[src/rtl/can_tx_mailbox_arbiter.sv]
// CAN transmit mailbox arbiter: holds NUM_MB host-written frames, offers the
// highest-priority pending frame (lowest standard ID, then lowest index) to the
// TX engine over valid/ready, and retires, re-queues or fails it on the outcome.
module can_tx_mailbox_arbiter #(
  parameter int NUM_MB    = 4,
  parameter int MAX_RETRY = 3,
  localparam int IDXW     = $clog2(NUM_MB)
) (
  input  logic              i_sys_clk,
  input  logic              i_reset_n,
  input  logic              i_cen,
  input  logic              i_wr_en,
  input  logic [IDXW-1:0]   i_wr_idx,
  input  logic [127:0]      i_wr_data,
  input  logic [NUM_MB-1:0] i_abort,
  output logic [NUM_MB-1:0] o_mb_pending,
  output logic              o_wr_reject,
  output logic [127:0]      o_tx_data,
  output logic              o_tx_valid,
  input  logic              i_tx_ready,
  input  logic              i_tx_done,
  input  logic              i_tx_lost,
  input  logic              i_tx_error,
  output logic [IDXW-1:0]   o_sel_idx,
  output logic [NUM_MB-1:0] o_tx_ok,
  output logic [NUM_MB-1:0] o_tx_fail
);

  typedef enum logic [1:0] {S_IDLE, S_SELECT, S_OFFER, S_ACTIVE} state_t;

  state_t              state, state_nxt;
  logic [127:0]        mb_data  [NUM_MB];
  logic [3:0]          retry    [NUM_MB];
  logic [NUM_MB-1:0]   abort_flag;
  logic [NUM_MB-1:0]   eligible;
  logic                win_found;
  logic [IDXW-1:0]     win_idx;
  logic [10:0]         win_id;
  logic                in_flight, wr_hit, wr_ok;
  logic                out_done, out_err, out_lost, abort_eff, err_fail;
  logic [3:0]          retry_inc;

  assign in_flight  = (state == S_OFFER) || (state == S_ACTIVE);
  assign wr_hit     = i_wr_en && in_flight && (i_wr_idx == o_sel_idx);
  assign wr_ok      = i_wr_en && !wr_hit;
  assign o_tx_valid = (state == S_OFFER);

  // Outcome decode with priority done > error > lost; only meaningful in ACTIVE.
  assign out_done  = (state == S_ACTIVE) && i_tx_done;
  assign out_err   = (state == S_ACTIVE) && i_tx_error && !i_tx_done;
  assign out_lost  = (state == S_ACTIVE) && i_tx_lost && !i_tx_done && !i_tx_error;
  // An abort arriving in the same cycle as the outcome still counts.
  assign abort_eff = abort_flag[o_sel_idx] || i_abort[o_sel_idx];
  assign retry_inc = (retry[o_sel_idx] == 4'hF) ? 4'hF : retry[o_sel_idx] + 4'd1;
  assign err_fail  = abort_eff || (retry_inc >= 4'(MAX_RETRY));

  // Priority pick: lowest ID wins, strict compare keeps the lowest index on ties.
  // Mailboxes being aborted this cycle are not eligible.
  always_comb begin
    eligible  = o_mb_pending & ~i_abort;
    win_found = 1'b0;
    win_idx   = '0;
    win_id    = '1;
    for (int i = 0; i < NUM_MB; i++) begin
      if (eligible[i] && (!win_found || mb_data[i][127:117] < win_id)) begin
        win_found = 1'b1;
        win_idx   = IDXW'(i);
        win_id    = mb_data[i][127:117];
      end
    end
  end

  // State register.
  always_ff @(posedge i_sys_clk or negedge i_reset_n) begin
    if (!i_reset_n) state <= S_IDLE;
    else            state <= state_nxt;
  end

  // Next-state logic.
  always_comb begin
    state_nxt = state;
    case (state)
      S_IDLE:   if (i_cen && |o_mb_pending) state_nxt = S_SELECT;
      S_SELECT: state_nxt = win_found ? S_OFFER : S_IDLE;
      S_OFFER:  if (i_tx_ready) state_nxt = S_ACTIVE;
      S_ACTIVE: if (i_tx_done || i_tx_lost || i_tx_error) state_nxt = S_IDLE;
      default:  state_nxt = S_IDLE;
    endcase
  end

  // Latch the winner's index and frame; held stable through OFFER/ACTIVE.
  always_ff @(posedge i_sys_clk or negedge i_reset_n) begin
    if (!i_reset_n) begin
      o_sel_idx <= '0;
      o_tx_data <= '0;
    end else if (state == S_SELECT && win_found) begin
      o_sel_idx <= win_idx;
      o_tx_data <= mb_data[win_idx];
    end
  end

  // Mailbox state: host writes, aborts, and retirement of the in-flight frame.
  always_ff @(posedge i_sys_clk or negedge i_reset_n) begin
    if (!i_reset_n) begin
      o_mb_pending <= '0;
      abort_flag   <= '0;
      o_tx_ok      <= '0;
      o_tx_fail    <= '0;
      o_wr_reject  <= 1'b0;
      for (int i = 0; i < NUM_MB; i++) begin
        mb_data[i] <= '0;
        retry[i]   <= '0;
      end
    end else begin
      o_tx_ok     <= '0;
      o_tx_fail   <= '0;
      o_wr_reject <= wr_hit;
      for (int i = 0; i < NUM_MB; i++) begin
        if (wr_ok && i_wr_idx == IDXW'(i)) begin
          // A write wins over an abort to the same idle mailbox.
          mb_data[i]      <= i_wr_data;
          o_mb_pending[i] <= 1'b1;
          retry[i]        <= '0;
          abort_flag[i]   <= 1'b0;
        end else if (i_abort[i]) begin
          if (in_flight && o_sel_idx == IDXW'(i)) begin
            abort_flag[i] <= 1'b1;
          end else if (o_mb_pending[i]) begin
            o_mb_pending[i] <= 1'b0;
            o_tx_fail[i]    <= 1'b1;
            retry[i]        <= '0;
          end
        end
      end
      // The in-flight mailbox cannot be written, so these never collide with the loop.
      if (out_done) begin
        o_mb_pending[o_sel_idx] <= 1'b0;
        o_tx_ok[o_sel_idx]      <= 1'b1;
        retry[o_sel_idx]        <= '0;
        abort_flag[o_sel_idx]   <= 1'b0;
      end else if (out_err) begin
        if (err_fail) begin
          o_mb_pending[o_sel_idx] <= 1'b0;
          o_tx_fail[o_sel_idx]    <= 1'b1;
          retry[o_sel_idx]        <= '0;
          abort_flag[o_sel_idx]   <= 1'b0;
        end else begin
          retry[o_sel_idx] <= retry_inc;
        end
      end else if (out_lost && abort_eff) begin
        o_mb_pending[o_sel_idx] <= 1'b0;
        o_tx_fail[o_sel_idx]    <= 1'b1;
        retry[o_sel_idx]        <= '0;
        abort_flag[o_sel_idx]   <= 1'b0;
      end
    end
  end

endmodule

[config.mk]
export PLATFORM = sky130hd
export DESIGN_NAME = can_tx_mailbox_arbiter
export DESIGN_NICKNAME = d
export VERILOG_FILES = /design/src/rtl/can_tx_mailbox_arbiter.sv
export SDC_FILE = /design/constraint.sdc
export NUM_CORES = 1
export LEC_CHECK = 0
export ABC_AREA = 1
export CORE_UTILIZATION = 25
export DETAILED_ROUTE_END_ITERATION = 12
export GPL_TIMING_DRIVEN = 0
export PLACE_DENSITY = 0.39
export SYNTH_ARGS = -nofsm -noshare
export SYNTH_HDL_FRONTEND = slang
export SYNTH_SLANG_ARGS = --single-unit
[constraint.sdc]
create_clock -name i_sys_clk -period 6.2 [get_ports i_sys_clk]
set_input_delay 1.86 -clock i_sys_clk [delete_from_list [all_inputs] [get_ports i_sys_clk]]
set_output_delay 1.86 -clock i_sys_clk [all_outputs]
set_load 0.02 [all_outputs]
==> results by group <==
Route
  – Final routed wirelength across all metal layers: 128300 um
  – Routed via count: 28080
  – Wire per inst: 20.86 um
  – DR pass1 iterations: 5
  – Count of antenna-violating nets left after detailed routing: 0
  – Via-per-instance ratio: 4.564
  – Total DRC errors in the routed layout: 0
  – DR iter-0 viols: 1710

Critical path
  – Critical-path cell with the highest stage delay: sky130_fd_sc_hd__a2111oi_4
  – Critical Path End Type: flop
  – Most prevalent standard cell on the critical path: sky130_fd_sc_hd__nand2_2
  – Kind of launch point of the worst setup path: input pin
  – Slowest stage delay, CP: 0.35 ns
  – Required time at the worst-slack endpoint: 6.80 ns
  – Top fanout value on the critical path: 7
  – Crit path DAT: 7.74 ns
  – Worst setup path category: in -> reg

Logic synthesis
  – Cell accounting for the most synthesized area: sky130_fd_sc_hd__dfrtp_1
  – Post-synthesis instance total: 3962
  – Synthesized Nets: 4134
  – Leading cell types by total area after synthesis: sky130_fd_sc_hd__dfrtp_1 53%, sky130_fd_sc_hd__nand2_1 14%, sky130_fd_sc_hd__o21ai_0 6.6%
  – Cell types with the highest counts after synthesis: 1214 x sky130_fd_sc_hd__nand2_1, 677 x sky130_fd_sc_hd__dfrtp_1, 432 x sky130_fd_sc_hd__inv_1, 420 x sky130_fd_sc_hd__o21ai_0, 401 x sky130_fd_sc_hd__nand3_1
  – Number of enable flip-flop cells after synthesis: 0
  – Post-synth top area share: 53.06%
  – Synthesized cell area: 31930 um^2
  – Number of distinct library cells after synthesis: 40
  – Most frequent cell after synthesis: sky130_fd_sc_hd__nand2_1
  – Portion of the post-synthesis area used by sequential elements: 53.06%
  – Seq cells post-synth: 677
  – Count of warnings emitted by yosys: 0
  – Most used flip-flop cell after synthesis: sky130_fd_sc_hd__dfrtp_1
  – Share of flip-flops with an asynchronous set or reset: 100.0%
  – Average footprint of a synthesized cell: 8.059 um^2

Floorplanning
  – Vertical die dimension: 359.4 um
  – Area of the die: 129200 um^2
  – I/O Pins: 286
  – DIE WIDTH: 359.4 um
  – Initial Util: 25.30%
  – Row count: 130
  – Placeable core region: 126200 um^2

Finish
  – Ratio of cells with drive above 1 in the final layout: 18.52%
  – Final Util: 34.94%
  – Fill cell instance count of the final layout: 13290
  – Area growth, synth to finish: 38.12%
  – FF+latch area: 16940 um^2
  – NumNets Final: 4602
  – Multi-input combinational cell area: 14290 um^2

GRT
  – Pin count of the biggest net entering global routing: 106
  – All-layer global routing usage: 19.65%
  – Vias in the first global route: 28670
  – Antenna violations before repair: 25
  – First-pass GRT wire length: 190600 um
  – Total congestion overflow: 0

CTS
  – Clock-pin slew reported for the worst setup and hold paths after clock tree synthesis: 0.05 ns
  – # clock sinks: 677
  – Level count of the clock H-tree: 3
  – Clock buffer depth: 3
  – TritonCTS buffer count: 89
  – Clock tree from TritonCTS: yes
  – Insertion delay of the later-clocked pin in the worst-skew pair: 0.68 ns
  – Root cell of the clock tree: sky130_fd_sc_hd__clkbuf_16
  – Hold buffer count at CTS: 0

Timing
  – Setup repair after global routing missed its margin: yes
  – Number of max-slew violations in the final report: 0
  – Clock Skew: 0.02002 ns
  – Final number of hold-violating endpoints: 0
  – Post-Route Setup TNS: -109.68 ns
  – Final Worst Setup Slack: -0.9447 ns
  – Actual slew at the worst max-slew pin: 1.420 ns
  – Post-route clock period utilization: 115.2%
  – Min cycle time layout: 7.145 ns
  – Highest achievable clock rate: 140.0 MHz
  – Headroom to the max-slew limit: 5.329%
  – Endpoints failing setup: 130

Placed design
  – Post-DP HPWL: 83680 um
  – Number of port buffers: 285
  – RD Place Congestion: 0.8092

Run status
  – Violated checks: negative setup slack
  – Status: complete, but fails checks

Pwr
  – IR drop worst, VDD: 222.7 uV
  – Power density normalized to cell area: 399.1 nW/um^2
  – Static leakage: 20.14 nW

Hold path
  – Path class of the lowest-slack min-delay path: reg -> reg

Job
  – Count of maximum capacitance violations: 0
[through the flow]
step | power [mW] | worst slack, ns | hold slack, ns | cells | area (um^2)
2_1_floorplan | 9.258 | -0.5172 | 0.4530 | 3962 | 32050
3_3_place_gp | 11.63 | -31.55 | 0.4653 | 5897 | 36970
3_5_place_dp | 11.60 | -4.552 | 0.4639 | 5908 | 37250
4_1_cts | 17.54 | -0.8940 | 0.4722 | 6141 | 42870
5_1_grt | 18.70 | -1.185 | 0.4860 | 6148 | 44090
6_report | 17.60 | -0.9447 | 0.4681 | 6151 | 44100
[sequential cells by signal (all words and copies together) (netlist names), named ones only]
register      flops
o_tx_data       128
o_wr_reject       1
o_tx_ok           4
o_sel_idx         2
retry            16
mb_data         512
o_tx_fail         4
o_mb_pending      4
abort_flag        4
state             1
[critical path, delay by kind of cell]
kind,cells,cell delay (ns)
compound gates,7,1.19
fa+ha+maj,3,0.78
buf+inv,13,1.60
simple gates,21,2.25
[routing by layer]
metal,routed length (um),GRT usage (%),vias to the layer above
met5,149,0,-
met4,4063,6.202,22
met3,7297,4.255,209
met2,57740,30.68,624
met1,59040,26.91,13740
li1,-,-,13480
[placed cells by master, fill, tap and decap left out, drive strengths merged, types with 3 or more instances in the layout]
| master | instances |
|---|---|
| a21oi | 28 |
| dfrtp | 677 |
| a221oi | 7 |
| nand4 | 6 |
| nor2 | 320 |
| diode | 3 |
| a32oi | 3 |
| nand2 | 1221 |
| o21ai | 420 |
| inv | 437 |
| a31oi | 5 |
| nor3 | 10 |
| clkbuf | 302 |
| o21a | 11 |
| mux2 | 117 |
| clkinv | 17 |
| ha | 30 |
| nor4 | 3 |
| buf | 172 |
| nand3 | 401 |
| a22oi | 5 |
| clkdlybuf4s50 | 283 |
| a211oi | 5 |
[power breakdown]
part	total (mW)	leakage, nW	internal, mW	switching (mW)
logic	6.22	10.4	2.56	3.66
registers	6.21	8.34	5.64	0.573
clock network	5.17	1.42	3.06	2.10
total	17.6	20.1	11.3	6.34
[what timing repair did]
item	in CTS	in global routing
pin swaps	125	180
setup endpoints to repair	135	130
gates cloned	21	11
resized for setup	403	304
buffers inserted	54	11
[area by class of cell]
cell class	count	share of cell area, %
clock inverter	17	0.2780
buffer	236	4.083
timing repair inverter	1	0.01986
antenna	3	0.01702
sequential	677	38.42
timing repair buffer	379	10.08
clock buffer	142	6.245
inverter	439	3.782
tap	1650	4.681
multi-input combinational	2607	32.40
[kinds of logic (layout without fill, tap and decap cells)]
| family | after synthesis | after routing | synth area share, % |
|---|---|---|---|
| mux | 117 | 117 | 4.126 |
| simple gates | 1963 | 1964 | 24.88 |
| buf+inv | 679 | 1214 | 8.539 |
| other cells | 0 | 3 | 0 |
| compound gates | 494 | 494 | 8.163 |
| flops | 677 | 677 | 53.06 |
| xor+xnor | 2 | 2 | 0.05487 |
| fa+ha+maj | 30 | 30 | 1.176 |
[final timing paths]
path                            slack (ns)                        from  cells after the start                    endpoint
min in group asynchronous             1.10                   i_reset_n                      1   o_tx_data[51]$_DFFE_PN0P_
worst max register to register       -0.26   o_mb_pending[0]$_DFF_PN0_                     45   o_tx_data[14]$_DFFE_PN0P_
worst min-delay path                  0.47  o_tx_data[105]$_DFFE_PN0P_                      2  o_tx_data[105]$_DFFE_PN0P_
worst max-delay path                 -0.94                  i_abort[0]                     44   o_tx_data[14]$_DFFE_PN0P_
worst min register to register        0.47  o_tx_data[105]$_DFFE_PN0P_                      2  o_tx_data[105]$_DFFE_PN0P_
max in group asynchronous             3.16                   i_reset_n                      4    mb_data[249]$_DFFE_PN0P_
No activity file was read; power rests on OpenSTA's default activity.
